### src/rtl/int_prio_pkg.sv
// Shared types and helpers for the interrupt priority controller.
package int_prio_pkg;

  typedef enum logic {
    IDLE    = 1'b0,
    PRESENT = 1'b1
  } state_t;

  // Never returns 0, so an index port is always at least one bit wide.
  function automatic int idx_width(input int n);
    return (n < 2) ? 1 : $clog2(n);
  endfunction

endpackage

### src/rtl/prio_pick.sv
// Combinational winner search: descending from a start index with wrap-around.
module prio_pick
  import int_prio_pkg::*;
#(
  parameter int N_SRC = 8,
  parameter int IDX_W = idx_width(N_SRC)
) (
  input  logic [N_SRC-1:0] elig,
  input  logic [IDX_W-1:0] start,
  input  logic             rr_mode,
  output logic [IDX_W-1:0] win,
  output logic             found
);

  int first;
  int idx;
  logic [IDX_W-1:0] idx_v;

  // Fixed mode is the same search with the start pinned to the top index.
  always_comb begin
    win   = '0;
    found = 1'b0;
    first = rr_mode ? int'(start) : N_SRC - 1;
    idx   = first;
    idx_v = '0;
    for (int k = 0; k < N_SRC; k++) begin
      idx   = (first - k + N_SRC) % N_SRC;
      idx_v = idx[IDX_W-1:0];
      if (!found && elig[idx_v]) begin
        found = 1'b1;
        win   = idx_v;
      end
    end
  end

endmodule

### src/rtl/int_prio_ctrl.sv
// Interrupt priority controller: edge capture, pending/mask, fixed or rotating grant.
//   state   | meaning
//   IDLE    | no grant presented; arbitrate eligible sources
//   PRESENT | irq_id held and irq_valid high until irq_ack
module int_prio_ctrl
  import int_prio_pkg::*;
#(
  parameter int N_SRC   = 8,
  parameter int RR_MODE = 0,
  localparam int IDX_W  = $clog2(N_SRC)
) (
  input  logic             clk,
  input  logic             rst_n,
  input  logic [N_SRC-1:0] int_reg,
  input  logic [N_SRC-1:0] mask_in,
  input  logic             irq_ack,
  output logic             irq_valid,
  output logic [IDX_W-1:0] irq_id,
  output logic [N_SRC-1:0] pend_out
);

  localparam logic RR_EN = (RR_MODE != 0);

  state_t           state, state_nxt;
  logic [N_SRC-1:0] int_q;
  logic [N_SRC-1:0] pending;
  logic [IDX_W-1:0] id_q;
  logic [IDX_W-1:0] last_grant;

  logic [N_SRC-1:0] rise;
  logic [N_SRC-1:0] elig;
  logic [N_SRC-1:0] pend_clr;
  logic [IDX_W-1:0] rr_start;
  logic [IDX_W-1:0] win;
  logic             found;
  logic             load;
  logic             ack_fire;

  assign rise     = int_reg & ~int_q;
  assign elig     = pending & ~mask_in;
  assign rr_start = (last_grant == '0) ? IDX_W'(N_SRC - 1) : last_grant - 1'b1;
  // Clear is applied before the new capture so a coincident rise keeps the bit set.
  assign pend_clr = ack_fire ? (N_SRC'(1) << id_q) : '0;

  prio_pick #(
    .N_SRC (N_SRC),
    .IDX_W (IDX_W)
  ) u_pick (
    .elig    (elig),
    .start   (rr_start),
    .rr_mode (RR_EN),
    .win     (win),
    .found   (found)
  );

  always_comb begin
    state_nxt = state;
    load      = 1'b0;
    ack_fire  = 1'b0;
    case (state)
      IDLE: begin
        if (found) begin
          state_nxt = PRESENT;
          load      = 1'b1;
        end
      end
      PRESENT: begin
        if (irq_ack) begin
          state_nxt = IDLE;
          ack_fire  = 1'b1;
        end
      end
      default: state_nxt = IDLE;
    endcase
  end

  always_ff @(posedge clk or negedge rst_n) begin
    if (!rst_n) begin
      state      <= IDLE;
      int_q      <= '0;
      pending    <= '0;
      id_q       <= '0;
      last_grant <= '0;
    end else begin
      state   <= state_nxt;
      int_q   <= int_reg;
      pending <= (pending & ~pend_clr) | rise;
      if (load) begin
        id_q <= win;
      end else if (ack_fire) begin
        id_q <= '0;
      end
      if (ack_fire) begin
        last_grant <= id_q;
      end
    end
  end

  assign irq_valid = (state == PRESENT);
  assign irq_id    = id_q;
  assign pend_out  = pending;

endmodule

### config.mk
export PLATFORM = sky130hd
export DESIGN_NAME = int_prio_ctrl
export DESIGN_NICKNAME = d
export VERILOG_FILES = /design/src/rtl/int_prio_pkg.sv /design/src/rtl/prio_pick.sv /design/src/rtl/int_prio_ctrl.sv
export SDC_FILE = /design/constraint.sdc
export NUM_CORES = 1
export LEC_CHECK = 0
export ABC_AREA = 0
export CORE_UTILIZATION = 46
export CTS_CLUSTER_SIZE = 10
export DETAILED_ROUTE_END_ITERATION = 6
export PLACE_DENSITY = 0.81
export REMOVE_ABC_BUFFERS = 1
export SETUP_SLACK_MARGIN = 0.15
export SLEW_MARGIN = 15
export SYNTH_ARGS = -nofsm -noshare
export SYNTH_HDL_FRONTEND = slang
export SYNTH_SLANG_ARGS = --single-unit
export TNS_END_PERCENT = 100
### constraint.sdc
create_clock -name clk -period 2.9 [get_ports clk]
set_input_delay 0.29 -clock clk [delete_from_list [all_inputs] [get_ports clk]]
set_output_delay 0.29 -clock clk [all_outputs]
set_load 0.05 [all_outputs]
==> flow_summary_export.csv, run 1 <==
group,metric,value,unit
min_path,hp-start,"int_q[3]",
clock_tree,htreeDepth,1,
critical_path,r2r-start,"pend_out[3]",
global_route,grt_pass1_vias,620,
sta,period_needed,2.00,ns
floorplan,rows,15,
layout,syn_to_final_growth,42.1,%
placement,post-place-ws,1.02,ns
floorplan,ios,31,
critical_path,path_delay_family,"buffers and inverters",
critical_path,endpoint_kind,"output pin",
job,maxCapViolCount,0,
placement,routabilityCongestion,0.784,
critical_path,r2r_cells,4,
critical_path,path_max_fanout,9,
clock_tree,cts_setup_buffers,0,
routing,via_per_inst,5.08,
critical_path,path_class,"register to output pin",
clock_tree,clk_pin_slew,0.11,ns
sta,setup_tns,0,ns
run_status,outcome,"completed",
layout,final_common_cell,"clkdlybuf4s50_1",
sta,drv_slew,0,
layout,final_area,1210,um^2
routing,drt_iter0_drc,10,
critical_path,cp.required,2.61,ns
power_and_ir_drop,power_density,585,nW/um^2
critical_path,slowest_delay,0.87,ns
floorplan,die_h,45.1,um
power_and_ir_drop,ir_worst_vdd,414,uV
clock_tree,cts_hold_buf,0,
layout,diodes,0,
global_route,grt_pass1_wl,2720,um
sta,tightestPinTransition,0.869,ns
min_path,hold_class,"register to register",
critical_path,crit_buf_inv,1,
clock_tree,cts_made_buffers,3,
sta,fin_crit_sh,69.0,%
floorplan,die_area,2030,um^2
layout,nFillCells,140,
logic_synthesis,seq_area_frac_synth,58.7,%
routing,num_vias,675,
layout,fin_util,70.2,%
critical_path,worstPathCellList,"clkdlybuf4s50_1",
floorplan,initial_core_util,49.4,%
routing,ant_nets,0,
placement,dp_hpwl,1330,um
critical_path,rrSetupSlack,1.35,ns
clock_tree,clk_latency,0.30,ns
sta,rsz0062_at_grt,"false",
logic_synthesis,netlist_instances,75,
layout,nNetsFinal,128,
global_route,grt-ovfl-total,0,
clock_tree,ctsResizeCount,0,
power_and_ir_drop,finalPower,709,uW
routing,drt-total-wl,1720,um
floorplan,dieWidth,45.1,um
power_and_ir_drop,power.leakage,0.000503,uW
global_route,grt_usage,19.7,%
sta,finalClockSkew,0.00154,ns
critical_path,rr_endpoint,"irq_id[0]",
layout,final_cell_mix,"clkdlybuf4s50_1, dfrtp_1, o21ai_0",
clock_tree,clock-sinks,20,
global_route,grt_max_degree,21,
routing,wire_per_inst,12.9,um
routing,post-route-drc-count,0,
logic_synthesis,ys_seq_elements,20,
critical_path,crit_path_end,"irq_valid",
logic_synthesis,synth_cell_types,20,
global_route,antenna_found_initial,0,
layout,multi_input_area,310,um^2
placement,placed_area,1180,um^2
layout,regArea,500,um^2
sta,fin_ws,0.898,ns
clock_tree,ctsRootBufferMaster,"clkbuf_4",
sta,final-setup-viol-count,0,
critical_path,crit_cells,1,
routing,firstDrtPassIters,4,
logic_synthesis,synth_warnings,0,
sta,max_freq,499,MHz
logic_synthesis,syn_area,853,um^2
logic_synthesis,avgSynthCellArea,11.4,um^2
sta,finalHoldViolations,0,
critical_path,critPathLaunchType,"register",
critical_path,arrival,1.71,ns
critical_path,crit_slowest_cell,"clkdlybuf4s50_1",
critical_path,crit_start,"irq_valid",
sta,maxSlewHeadroom,41.9,%
layout,drive_above_1_share,7.41,%
floorplan,core_area,1730,um^2
placement,io_buffers,30,
clock_tree,cts_tree,"done",
clock_tree,clockBufferDepth,2,
-- report_power, final --
| part | leakage [uW] | internal [uW] | switching (uW) |
|---|---|---|---|
| clock network | 0.0000210 | 76.6 | 83.1 |
| logic | 0.000264 | 88.4 | 130 |
| registers | 0.000217 | 306 | 25.3 |
-- cells by family (layout without fill, tap and decap cells) --
| group | count (synthesis) | after routing | share of synthesized area [%] |
|---|---|---|---|
| AO/OA/AOI/OAI | 24 | 24 | 18.3 |
| AND/OR/NAND/NOR | 21 | 21 | 18.0 |
| flip-flops | 20 | 20 | 58.7 |
| buffers and inverters | 10 | 43 | 4.99 |
-- final cells by class --
| class | count | area share, % |
|---|---|---|
| inverter | 9 | 2.79 |
| sequential | 20 | 41.3 |
| tap | 25 | 2.58 |
| multi-input combinational | 45 | 25.6 |
| clock buffer | 4 | 2.99 |
| timing repair buffer | 30 | 24.8 |
-- layer usage --
| layer | share of wire (%) | GRT usage, % |
|---|---|---|
| met1 | 43 | 23.7 |
| met5 | 0 | 0 |
| met3 | 4.7 | 4.00 |
| met2 | 51 | 33.9 |
| met4 | 1.3 | 9.09 |
-- how the worst min path moves through the flow --
| stage | endpoint | slack, ns | cells after the start |
|---|---|---|---|
| final | pend_out[3] | 0.42 | 1 |
| after global routing | int_q[2] | 0.43 | 1 |
| after CTS | pend_out[3] | 0.43 | 1 |
| after detailed placement | pend_out[3] | 0.41 | 1 |
| after global placement | pend_out[0] | 0.40 | 1 |
| after floorplan | int_q[0] | -0.006 | 0 |
-- registers in the layout (all words and copies together) (netlist names) --
name,flops
irq_valid,1
irq_id,3
pend_out,8
int_q,8
-- worst register-to-register path, stage by stage (launching register included) --
cell,delay (ns)
dfrtp_1,0.41
nor2b_1,0.16
or4_4,0.54
o31ai_4,0.23
a221o_1,0.18
-- stage by stage --
stage / std cells / hold WS [ns]
3_3_place_gp: 129 / 0.401
3_5_place_dp: 129 / 0.413
4_1_cts: 133 / 0.431
5_1_grt: 133 / 0.429
6_report: 133 / 0.423
2_1_floorplan: 74 / -0.00559
-- synth_stat cells --
cell type / n / area, um^2
nor3_1: 2 / 10.0
o21ai_0: 15 / 75.1
a21oi_1: 2 / 10.0
a221o_1: 1 / 10.0
nor2b_4: 1 / 13.8
o31ai_4: 1 / 21.3
nand4_4: 1 / 21.3
o31ai_1: 2 / 15.0
inv_1: 9 / 33.8
o211ai_1: 1 / 7.51
nand3b_1: 1 / 7.51
a22o_1: 2 / 17.5
nor2b_1: 4 / 25.0
nand3_1: 2 / 10.0
or2b_1: 1 / 7.51
or4_4: 1 / 11.3
dlygate4sd1_1: 1 / 8.76
nand2_1: 1 / 3.75
dfrtp_1: 20 / 500
nand2b_1: 7 / 43.8
No activity file was read; power rests on OpenSTA's default activity.
==> run 2: changes to the inputs <==
- CORE_UTILIZATION: 46 -> 42
- PLACE_DENSITY: 0.81 -> 0.75
- clock period: 2.9 -> 1.9 ns (I/O delays scaled with it)
==> flow_summary_export.csv, run 2 (synthesis results as in run 1) <==
group,metric,value,unit
run_status,outcome,"completed",
critical_path,arrival,1.51,ns
clock_tree,clock-sinks,20,
critical_path,r2r-start,"pend_out[3]",
global_route,antenna_found_initial,0,
sta,rsz0062_at_grt,"false",
layout,drive_above_1_share,8.26,%
routing,drt_iter0_drc,10,
critical_path,path_delay_family,"buffers and inverters",
routing,post-route-drc-count,0,
floorplan,initial_core_util,46.9,%
routing,ant_nets,0,
min_path,hold_class,"primary input to async pin",
floorplan,dieWidth,47.1,um
global_route,grt_pass1_vias,601,
global_route,grt-ovfl-total,0,
clock_tree,htreeDepth,1,
sta,drv_slew,0,
layout,multi_input_area,310,um^2
critical_path,crit_buf_inv,1,
power_and_ir_drop,combPwrFrac,27.9,%
routing,num_vias,670,
sta,max_freq,588,MHz
floorplan,rows,15,
floorplan,die_area,2220,um^2
power_and_ir_drop,ir_worst_vdd,763,uV
layout,finalNonFillerCells,134,
placement,routabilityCongestion,0.749,
clock_tree,clockBufferDepth,2,
critical_path,path_max_fanout,3,
layout,fin_util,67.8,%
global_route,grt_max_degree,21,
sta,finalHoldViolations,0,
power_and_ir_drop,power_density,955,nW/um^2
layout,final_cell_mix,"clkdlybuf4s50_1, dfrtp_1, o21ai_0",
critical_path,critPathLaunchType,"register",
sta,fin_crit_sh,89.4,%
clock_tree,cts_tree,"done",
routing,firstDrtPassIters,4,
critical_path,endpoint_kind,"output pin",
clock_tree,clk_pin_slew,0.12,ns
clock_tree,ctsRootBufferMaster,"clkbuf_4",
placement,dp_cells,130,
clock_tree,ctsResizeCount,3,
sta,setup_tns,0,ns
clock_tree,clk_latency,0.30,ns
routing,drt-total-wl,1680,um
critical_path,worstPathCellList,"clkdlybuf4s50_1",
critical_path,cp.required,1.71,ns
power_and_ir_drop,net-switching-power,370,uW
global_route,grt_pass1_wl,2440,um
sta,tightestPinTransition,0.505,ns
floorplan,core_area,1820,um^2
critical_path,slowest_delay,0.81,ns
power_and_ir_drop,clkPwrFrac,29.3,%
job,maxCapViolCount,0,
power_and_ir_drop,p_int,810,uW
layout,diodes,0,
clock_tree,cts_hold_buf,0,
sta,maxSlewHeadroom,66.3,%
layout,final_common_cell,"clkdlybuf4s50_1",
layout,regArea,500,um^2
layout,nFillCells,147,
power_and_ir_drop,pwr-share-seq,42.8,%
placement,io_buffers,30,
power_and_ir_drop,switching_share,31.3,%
sta,period_needed,1.70,ns
sta,hold_ws,0.215,ns
placement,dp_hpwl,1280,um
layout,nNetsFinal,129,
critical_path,path_class,"register to output pin",
routing,via_per_inst,5.00,
critical_path,crit_start,"pend_out[0]",
routing,wire_per_inst,12.5,um
global_route,grt_usage,16.4,%
power_and_ir_drop,power.leakage,0.000522,uW
critical_path,crit_slowest_cell,"clkdlybuf4s50_1",
layout,syn_to_final_growth,44.7,%
sta,finalClockSkew,0.00502,ns
floorplan,ios,31,
sta,final-setup-viol-count,0,
clock_tree,cts_setup_buffers,0,
floorplan,die_h,47.1,um
clock_tree,cts_made_buffers,3,
-- run 2: changes by cell type in the layout (fill, tap and decap cells not counted) --
cell | before | now
bufinv_16 | 0 | 1
dlygate4sd2_1 | 0 | 3
dlymetal6s2s_1 | 0 | 1
clkdlybuf4s50_1 | 30 | 26
buf_4 | 0 | 1
clkbuf_8 | 1 | 0
-- run 2: layout make-up --
type	instances	share of cell area [%]
Timing Repair Buffer	31	24.8
Clock buffer	3	1.82
Sequential cell	20	40.5
Clock inverter	1	2.43
Multi-Input combinational cell	45	25.1
Tap cell	25	2.53
Inverter	9	2.74
-- run 2: metrics by stage --
step	power [uW]	cell area (um^2)	setup WS, ns
2_1_floorplan	708	845	0.160
3_3_place_gp	844	1180	0.143
3_5_place_dp	849	1180	0.110
4_1_cts	1190	1230	0.190
5_1_grt	1220	1230	0.166
6_report	1180	1230	0.201
-- run 2: worst paths after layout --
path / endpoint / slack [ns] / cells past startpoint
setup / recovery: pend_out[0] / 0.20 / 1
hold / removal: irq_id[1] / 0.22 / 2
setup reg to reg: irq_id[0] / 0.33 / 4
hold reg to reg: pend_out[3] / 0.42 / 1
max in group asynchronous: irq_id[2] / 1.48 / 2
min in group clk: int_q[6] / 0.34 / 1
-- run 2: layer usage --
metal	GRT usage [%]	vias to the layer above	routed length [um]
li1	-	333	-
met1	18.5	311	764
met2	29.7	22	807
met3	2.31	4	86
met4	8.57	0	21
met5	0	-	0
-- run 2: power by group through the flow --
stage / logic (uW) / registers (uW) / clock network, uW
6_report: 329 / 505 / 346
5_1_grt: 347 / 509 / 362
4_1_cts: 331 / 505 / 352
3_5_place_dp: 335 / 514 / 0
3_3_place_gp: 333 / 511 / 0
2_1_floorplan: 85.9 / 622 / 0
